===== config.mk =====
export PLATFORM = sky130hd
export DESIGN_NAME = run_dump_ctrl_flat
export DESIGN_NICKNAME = d
export VERILOG_FILES = /design/src/rtl/run_dump_ctrl_if.sv /design/src/rtl/run_dump_ctrl.sv /design/src/flat_wrapper.sv
export SDC_FILE = /design/constraint.sdc
export NUM_CORES = 1
export LEC_CHECK = 0
export BUFFER_PORTS_ARGS = -buffer_cell sky130_fd_sc_hd__buf_4
export CAP_MARGIN = 10
export CELL_PAD_IN_SITES_DETAIL_PLACEMENT = 2
export CELL_PAD_IN_SITES_GLOBAL_PLACEMENT = 2
export CORE_MARGIN = 1.5
export CORE_UTILIZATION = 31
export CTS_CLUSTER_SIZE = 25
export DETAILED_ROUTE_END_ITERATION = 10
export PLACE_DENSITY_LB_ADDON = 0.1
export SLEW_MARGIN = 30
export SYNTH_ARGS = -nofsm -noshare
export SYNTH_HDL_FRONTEND = slang
export SYNTH_SLANG_ARGS = --single-unit
export TNS_END_PERCENT = 30

===== constraint.sdc =====
create_clock -name clock -period 2.4 [get_ports clock]
set_input_delay 0.12 -clock clock [delete_from_list [all_inputs] [get_ports clock]]
set_output_delay 0.12 -clock clock [all_outputs]
set_load 0.02 [all_outputs]

===== src/rtl/run_dump_ctrl_if.sv =====
// Register-dump stream between run_dump_ctrl and a host/bench sink.
// Handshake: a beat transfers on a rising clock edge where valid and ready
// are both 1. The master holds valid, idx and data stable from the cycle
// valid rises until that transfer; valid never drops without a transfer.
// ready may be asserted at any time and has no effect while valid is 0.
//   valid : master -> slave, beat present
//   ready : slave  -> master, sink accepts beat
//   idx   : master -> slave, register index of the beat
//   data  : master -> slave, register value of the beat
interface run_dump_ctrl_if #(
  parameter int IDX_W = 5
);
  logic             valid;
  logic             ready;
  logic [IDX_W-1:0] idx;
  logic [31:0]      data;

  modport master (output valid, output idx, output data, input ready);
  modport slave  (input valid, input idx, input data, output ready);
endinterface


===== src/rtl/run_dump_ctrl.sv =====
// run_dump_ctrl: sequences one processor test run. On an accepted start it
// clears CPU and regfile for one cycle, lets the CPU run for the captured
// number of cycles, then freezes the CPU and borrows regfile read port A to
// stream every register out over the dump interface.
// Ports:
//   clock, reset    : clock (posedge), asynchronous active-low reset
//   start           : run request, honoured only in IDLE or DONE
//   num_cycles      : RUN length, captured when start is accepted
//   cpu_reset       : processor reset (high in IDLE and CLEAR)
//   rf_reset        : regfile clear (high in CLEAR only)
//   cpu_en          : high in RUN only; gates CPU/regfile write enables
//   cpu_rs1, rf_rs1 : processor read index in, muxed regfile read index out
//   rf_data_a       : regfile read-port-A data (combinational read)
//   dump            : dump stream master (valid/ready/idx/data)
//   cycle_count     : RUN cycles elapsed this run, saturating
//   busy, done      : CLEAR/RUN/DUMP_RD/DUMP_TX, and DONE
//   state_dbg       : current FSM state
module run_dump_ctrl #(
  parameter int REG_COUNT = 32,
  parameter int IDX_W     = 5,
  parameter int CYC_W     = 16
) (
  input  logic               clock,
  input  logic               reset,
  input  logic               start,
  input  logic [CYC_W-1:0]   num_cycles,
  output logic               cpu_reset,
  output logic               rf_reset,
  output logic               cpu_en,
  input  logic [IDX_W-1:0]   cpu_rs1,
  output logic [IDX_W-1:0]   rf_rs1,
  input  logic [31:0]        rf_data_a,
  run_dump_ctrl_if.master    dump,
  output logic [CYC_W-1:0]   cycle_count,
  output logic               busy,
  output logic               done,
  output logic [2:0]         state_dbg
);

  typedef enum logic [2:0] {
    ST_IDLE    = 3'd0,
    ST_CLEAR   = 3'd1,
    ST_RUN     = 3'd2,
    ST_DUMP_RD = 3'd3,
    ST_DUMP_TX = 3'd4,
    ST_DONE    = 3'd5
  } state_t;

  state_t             state_q;
  state_t             state_d;
  logic [CYC_W-1:0]   target_q;
  logic [CYC_W-1:0]   count_q;
  logic [IDX_W-1:0]   index_q;
  logic [IDX_W-1:0]   idx_q;
  logic [31:0]        data_q;

  logic start_ok;
  logic run_last;
  logic beat_xfer;
  logic last_beat;

  assign start_ok  = start && (state_q == ST_IDLE || state_q == ST_DONE);
  // RUN is only entered with target_q >= 1, so target_q - 1 cannot wrap here.
  assign run_last  = (count_q == target_q - CYC_W'(1));
  assign beat_xfer = (state_q == ST_DUMP_TX) && dump.ready;
  assign last_beat = (index_q == IDX_W'(REG_COUNT - 1));

  always_ff @(posedge clock or negedge reset) begin
    if (!reset) begin
      state_q <= ST_IDLE;
    end else begin
      state_q <= state_d;
    end
  end

  always_comb begin
    state_d = state_q;
    case (state_q)
      ST_IDLE:    if (start_ok) state_d = ST_CLEAR;
      ST_CLEAR:   state_d = (target_q == '0) ? ST_DUMP_RD : ST_RUN;
      ST_RUN:     if (run_last) state_d = ST_DUMP_RD;
      ST_DUMP_RD: state_d = ST_DUMP_TX;
      ST_DUMP_TX: if (beat_xfer) state_d = last_beat ? ST_DONE : ST_DUMP_RD;
      ST_DONE:    if (start_ok) state_d = ST_CLEAR;
      default:    state_d = ST_IDLE;
    endcase
  end

  always_ff @(posedge clock or negedge reset) begin
    if (!reset) begin
      target_q <= '0;
      count_q  <= '0;
      index_q  <= '0;
      idx_q    <= '0;
      data_q   <= '0;
    end else begin
      if (start_ok) begin
        target_q <= num_cycles;
        count_q  <= '0;
        index_q  <= '0;
      end
      if (state_q == ST_RUN && count_q != '1) begin
        count_q <= count_q + CYC_W'(1);
      end
      // The read index is already on rf_rs1 during DUMP_RD, so the
      // combinational read data is valid to capture at the end of it.
      if (state_q == ST_DUMP_RD) begin
        idx_q  <= index_q;
        data_q <= rf_data_a;
      end
      if (beat_xfer && !last_beat) begin
        index_q <= index_q + IDX_W'(1);
      end
    end
  end

  assign cpu_reset   = (state_q == ST_IDLE) || (state_q == ST_CLEAR);
  assign rf_reset    = (state_q == ST_CLEAR);
  assign cpu_en      = (state_q == ST_RUN);
  assign busy        = (state_q == ST_CLEAR) || (state_q == ST_RUN) ||
                       (state_q == ST_DUMP_RD) || (state_q == ST_DUMP_TX);
  assign done        = (state_q == ST_DONE);
  assign rf_rs1      = (state_q == ST_DUMP_RD || state_q == ST_DUMP_TX) ? index_q : cpu_rs1;
  assign dump.valid  = (state_q == ST_DUMP_TX);
  assign dump.idx    = idx_q;
  assign dump.data   = data_q;
  assign cycle_count = count_q;
  assign state_dbg   = state_q;

endmodule

===== src/flat_wrapper.sv =====
// flat-port wrapper written by rule: the top's interface ports become plain ports
module run_dump_ctrl_flat 
#(
  parameter int REG_COUNT = 32,
  parameter int IDX_W     = 5,
  parameter int CYC_W     = 16
)
  (clock, reset, start, num_cycles, cpu_reset, rf_reset, cpu_en, cpu_rs1, rf_rs1, rf_data_a, cycle_count, busy, done, state_dbg, dump_valid, dump_idx, dump_data, dump_ready);
  run_dump_ctrl_if #(.IDX_W(IDX_W)) dump_i ();
  input  logic clock;
  input  logic reset;
  input  logic start;
  input  logic [CYC_W-1:0] num_cycles;
  output logic cpu_reset;
  output logic rf_reset;
  output logic cpu_en;
  input  logic [IDX_W-1:0] cpu_rs1;
  output logic [IDX_W-1:0] rf_rs1;
  input  logic [31:0] rf_data_a;
  output logic [CYC_W-1:0] cycle_count;
  output logic busy;
  output logic done;
  output logic [2:0] state_dbg;
  output wire logic [$bits(dump_i.valid)-1:0] dump_valid;
  output wire logic [$bits(dump_i.idx)-1:0] dump_idx;
  output wire logic [$bits(dump_i.data)-1:0] dump_data;
  input wire logic [$bits(dump_i.ready)-1:0] dump_ready;
  assign dump_valid = dump_i.valid;
  assign dump_idx = dump_i.idx;
  assign dump_data = dump_i.data;
  assign dump_i.ready = dump_ready;
  run_dump_ctrl #(.REG_COUNT(REG_COUNT), .IDX_W(IDX_W), .CYC_W(CYC_W)) u_core (.clock(clock), .reset(reset), .start(start), .num_cycles(num_cycles), .cpu_reset(cpu_reset), .rf_reset(rf_reset), .cpu_en(cpu_en), .cpu_rs1(cpu_rs1), .rf_rs1(rf_rs1), .rf_data_a(rf_data_a), .dump(dump_i), .cycle_count(cycle_count), .busy(busy), .done(done), .state_dbg(state_dbg));
endmodule

# Yosys cells after proc, flatten, opt, wreduce, memory -nomap -nowiden
# Index checks and enable logic that the tools add are counted.
[word_totals]
in_bits = 57
out_inout_bits = 67
latch_bits = 0
word_cells = 48
reg_bits = 77
mem_count = 0
ramBits = 0
romBits = 0
[classes]
div_mod_pow = 0
addsub = 3
n_mul = 0
n_eq_ne = 11
shift = 0
n_bitwise = 0
n_reduce_logical = 17
order_cmp = 0
mux = 11
[op_table]
columns = ["cell", "count"]
rows = [
  ["two-way mux 16 bit", 2],
  ["adder 16 x 1 -> 16 bit (second input constant)", 1],
  ["== test 16 bit", 1],
  ["zero test 16 bit", 1],
  ["inequality test 16 bit (second input constant)", 1],
  ["subtractor 16 x 1 -> 16 bit (second input constant)", 1],
  ["two-way mux 5 bit", 3],
  ["one-hot mux 3 bit (5 select lines)", 1],
  ["two-way mux 3 bit", 4],
  ["== test 3 x 2 -> 1 bit (second input constant)", 2],
  ["== test 3 bit (second input constant)", 2],
  ["logical OR 1 bit", 6],
  ["inequality test 2 x 1 -> 1 bit (second input constant)", 3],
  ["adder 5 x 1 -> 5 bit (second input constant)", 1],
  ["== test 5 bit (second input constant)", 1],
  ["logical AND 1 bit", 4],
  ["nonzero test 2 bit", 2],
  ["== test 3 x 1 -> 1 bit (second input constant)", 1],
  ["zero test 3 bit", 1],
  ["AND reduction 3 bit", 1],
  ["OR reduction 2 bit", 1],
  ["zero test 1 bit", 1],
  ["two-way mux 1 bit", 1],
]

# Logic depth before layout (Yosys ltp)
[logic_depth]
depth_word = 5
ltp_mapped = 9
ltp_nobuf = 9

# Worst setup path after synthesis
# Ideal clock, no wire load.
[synth_timing]
kind = "flip-flop to flip-flop"
start = "register u_core.count_q[0], in the netlist u_core.cycle_count[0]"
end = "register u_core.count_q[13], in the netlist u_core.cycle_count[13]"
stages_incl_launch_ff = 9
n_path_buf = 0
arrival_ps = 2041
setup_time_ps = 132
setup_slack_ps = 228
required_time_ps = 2268
synth_period_minus_slack_ps = 2172
cell_sequence = "dfrtp_1 -> ha_1 -> nand3_1 -> nor3_1 -> a41oi_1 -> and3_1 -> nand2_1 -> xor2_1 -> nor2_1"
[synth_via]
elab_chain_cells = 3
elab_cells_between_ends = 5
cone_classes = "add/sub: 1; eq/ne: 1; mux: 1; reduce/logical: 2"
[synth_lines]
columns = ["item", "line_no", "source"]
rows = [
  ["from (decl)", "run_dump_ctrl.sv:52", "logic [CYC_W-1:0] count_q;"],
  ["from (signal assigned)", "run_dump_ctrl.sv:103", "count_q <= count_q + CYC_W'(1);"],
  ["branches (longest 3 deep; another with adder 16 x 1 -> 16 bit)", "n/a", ""],
]
# Several ways; the timed one is not identified.
# A chain may end at the register's enable or synchronous reset.

# Final worst setup path
[layout_timing]
start = "register u_core.target_q[0]"
end = "register u_core.state_q[0], in the netlist u_core.state_dbg[0]"
[layout_via]
elab_chain_cells = 4
elab_cells_between_ends = 7
cone_classes = "add/sub: 1; eq/ne: 2; mux: 2; reduce/logical: 2"
[layout_lines]
columns = ["item", "line_no", "source"]
rows = [
  ["from (decl)", "run_dump_ctrl.sv:51", "logic [CYC_W-1:0] target_q;"],
  ["from (signal assigned)", "run_dump_ctrl.sv:98", "target_q <= num_cycles;"],
  ["subtractor 16 x 1 -> 16 bit", "run_dump_ctrl.sv:64", "assign run_last = (count_q == target_q - CYC_W'(1));"],
  ["== test 16 bit", "run_dump_ctrl.sv:64", ""],
  ["inequality test 2 x 1 -> 1 bit (no source line)", "n/a", ""],
  ["AND reduction 3 bit (no source line)", "n/a", ""],
  ["to (signal assigned)", "run_dump_ctrl.sv:72", "state_q <= state_d;"],
  ["to (decl)", "run_dump_ctrl.sv:49", "state_t state_q;"],
]
# Parallel ways exist; a longest one is shown, timed or not.

==> run summary <==
# fillers = 1305
Cell Pwr Density = 1250 nW/um2
Num CTS Buffers = 9
H-Tree Depth = 3
maxcap violations = 0
Mean Syn Cell Area = 10.2 um2
register area = 1930 um2
vias post-DR = 3607
Ports = 124
post-synth cell types = 56
FF-to-FF setup slack = 0.1 ns
Multi-input gate area = 1930 um2
ys flop type = dfrtp_1
first-pass GRT wire length = 22400 um
Post-DP HPWL = 9390 um
Synth async-reset ratio = 100%
fmax = 434 MHz
syn nets = 445
Syn. warnings = 0
M1 WL = 5880 um
HP Class = in2reg
number of flops mapped to enable cells by yosys = 0
Util after Layout = 47.6%
maximum root-to-sink buffer count = 2
clk sinks = 77
Finish-stage setup viols = 0
status = finished clean
Clock Latency Late Sink = 0.35 ns
Finished Cell Area = 5790 um2
Highest Signal Layer = met4
CP max FO = 4
DP Cell Count = 676
Vias/cell = 4.94
chip height = 116 um
core area = 12200 um2
crit end category = flip-flop
row cnt = 40
largest net degree at the start of global routing = 44
layout cells sized above 1 = 38.8%
synthesized flop and latch total = 77
clk slew on worst S/H paths = 0.07 ns
Max rail drop VDD = 0.628 mV
worst clock skew = 0.00929 ns
Initial Util = 32.3%
nets = 618
routed length on met2 = 7520 um
worst slew pin tran = 0.631 ns
DRT iter0 DRCs = 98
WL per Instance = 19.5 um
Die ar. = 13300 um2
Finished Layout Cells = 730
CTS root buffer = clkbuf_16
grt ovf = 0
fin crit period = 2.30 ns
initial antenna violation count = 0
Mapped Cells = 384
Pre-antenna DRT Iters = 4
Residual DRC = 0
DRT Wirelength = 14300 um
Post-Syn Area = 3920 um2
vias in the first global route = 4011
Die W = 116 um
startpoint types = flip-flop
sequential fraction of the synthesis area = 49.1%
area grow syn2layout = 47.6%
placed inst area = 5100 um2
CP Class = reg2reg
worst path required time = 2.67 ns
Rel. slew slack = 57.9%
Final period util = 96.0%
Slew Viols, Final = 0
# diodes = 0
leak pwr = 2.75 nW
RSZ-0062 raised after global routing = yes
port bufs = 123
metal3 WL = 607 um
final hold vios = 0
CP arrival = 2.57 ns
CTS tree = done
GP Congestion = 0.804
All-Layer GR Usage = 22.3%
antenna viol nets, final = 0
==> area by class of cell <==
type	instances	area share, %
clock buffers	10	3.95
multi-input cells	285	33.3
repair buffers	179	24.7
flip-flops and latches	77	33.3
inverters	5	0.324
well taps	168	3.63
clock inverters	6	0.799
==> registers in the layout, indices dropped and copies added, names as in the netlist <==
signal and flops:
u_core.target_q 16, u_core.cycle_count 16, u_core.index_q 5, u_core.state_dbg 3, u_core.dump.idx 5, u_core.dump.data 32
==> metrics by stage <==
step / worst slack (ns) / hold slack [ns] / total power [W] / setup TNS (ns)
final: 0.0951 / 0.00658 / 0.00722 / 0
after detailed placement: 0.00163 / 0.163 / 0.00573 / 0
after global placement: 0.132 / 0.170 / 0.00556 / 0
after CTS: 0.0134 / 0.000514 / 0.00709 / 0
after floorplan: 0.228 / -0.176 / 0.00428 / 0
after global routing: -0.0445 / 0.00405 / 0.00768 / -0.0445
==> cells in the final DEF (no fill, tap or decap), types with 2 or more instances in the layout <==
| master | netlist | final |
|---|---|---|
| and2_1 | 6 | 6 |
| buf_4 | 1 | 144 |
| o21ai_0 | 30 | 29 |
| inv_1 | 5 | 4 |
| clkinvlp_4 | 0 | 2 |
| inv_6 | 0 | 2 |
| xnor2_1 | 9 | 9 |
| a22o_1 | 2 | 2 |
| a31oi_1 | 3 | 3 |
| nor4_1 | 3 | 2 |
| nor2_1 | 25 | 25 |
| and3_1 | 9 | 9 |
| clkbuf_16 | 0 | 9 |
| nand2b_1 | 2 | 2 |
| or3_1 | 3 | 3 |
| mux2_2 | 42 | 42 |
| dfrtp_1 | 77 | 76 |
| or4_1 | 2 | 2 |
| mux2i_1 | 4 | 4 |
| dlygate4sd3_1 | 0 | 35 |
| ha_1 | 4 | 3 |
| nand2_1 | 68 | 68 |
| nand3b_1 | 2 | 2 |
| nand3_1 | 10 | 9 |
| a21oi_1 | 9 | 9 |
| xor2_1 | 11 | 11 |
| nand4_1 | 4 | 4 |
| nor3_1 | 10 | 10 |
==> timing repair <==
| item | CTS | global route |
|---|---|---|
| gates resized for setup | 0 | 11 |
| hold buffers | 35 | 0 |
| setup buffers | 0 | 3 |
| endpoints found under the hold margin | 75 | 0 |
| setup endpoints to repair | 1 | 2 |
| pin swaps | 1 | 3 |
==> cells by family (layout without fill, tap and decap cells) <==
family / after synthesis / in the layout / synth area share [%]
flip-flops: 77 / 77 / 49.1
buffers and inverters: 22 / 200 / 2.74
AO/OA/AOI/OAI: 55 / 55 / 8.51
XOR/XNOR: 20 / 20 / 4.46
AND/OR/NAND/NOR: 159 / 159 / 20.5
multiplexers: 47 / 47 / 13.4
adder cells (fa/ha/maj): 4 / 4 / 1.28
==> cells in the mapped netlist (2+ instances only) <==
cell type / count / share of area [%]
a21oi_1: 9 / 1.1
a22o_1: 2 / 0.45
a31oi_1: 3 / 0.48
and2_1: 6 / 0.96
and3_1: 9 / 1.4
and3_2: 2 / 0.38
buf_1: 3 / 0.29
buf_2: 2 / 0.26
clkbuf_1: 8 / 0.77
dfrtp_1: 77 / 49
ha_1: 4 / 1.3
inv_1: 5 / 0.48
mux2_2: 42 / 12
mux2i_1: 4 / 1.0
nand2_1: 68 / 6.5
nand2b_1: 2 / 0.32
nand3_1: 10 / 1.3
nand3b_1: 2 / 0.38
nand4_1: 4 / 0.64
nor2_1: 25 / 2.4
nor3_1: 10 / 1.3
nor4_1: 3 / 0.48
o21ai_0: 30 / 3.8
or3_1: 3 / 0.48
or4_1: 2 / 0.38
xnor2_1: 9 / 2.0
xor2_1: 11 / 2.5
==> worst paths after layout <==
path | start | end | cells past startpoint
worst max-delay path | u_core.target_q[0] | u_core.state_dbg[0] | 7
worst min-delay path | rf_data_a[26] | u_core.dump.data[26] | 2
worst max register to register | u_core.target_q[0] | u_core.state_dbg[0] | 7
worst min register to register | u_core.dump.data[17] | u_core.dump.data[17] | 1
max in group asynchronous | reset | u_core.target_q[7] | 3
min in group asynchronous | reset | u_core.cycle_count[7] | 2
==> worst max-delay path, stage by stage, from the launching register on <==
cell and delay [ns]:
dfrtp_1 0.43, nor2_1 0.31, nand4_2 0.24, mux2_1 0.37
mux2i_1 0.14, a21oi_1 0.09, or4_1 0.49, a21oi_1 0.16
==> power by group <==
| group | leakage, nW | internal (W) | switching [W] |
|---|---|---|---|
| Sequential | 0.967 | 0.00179 | 0.000521 |
| Combinational | 1.65 | 0.00165 | 0.00196 |
| Clock | 0.129 | 0.000708 | 0.000590 |
| Total | 2.75 | 0.00414 | 0.00307 |
==> metal layers <==
layer / global-route usage, % / vias to the layer above
li1: - / 1691
met1: 27.2 / 1811
met2: 39.4 / 84
met3: 4.55 / 21
met4: 7.33 / 0
met5: 0 / -
Note: power is estimated with default switching activity, not from simulation.
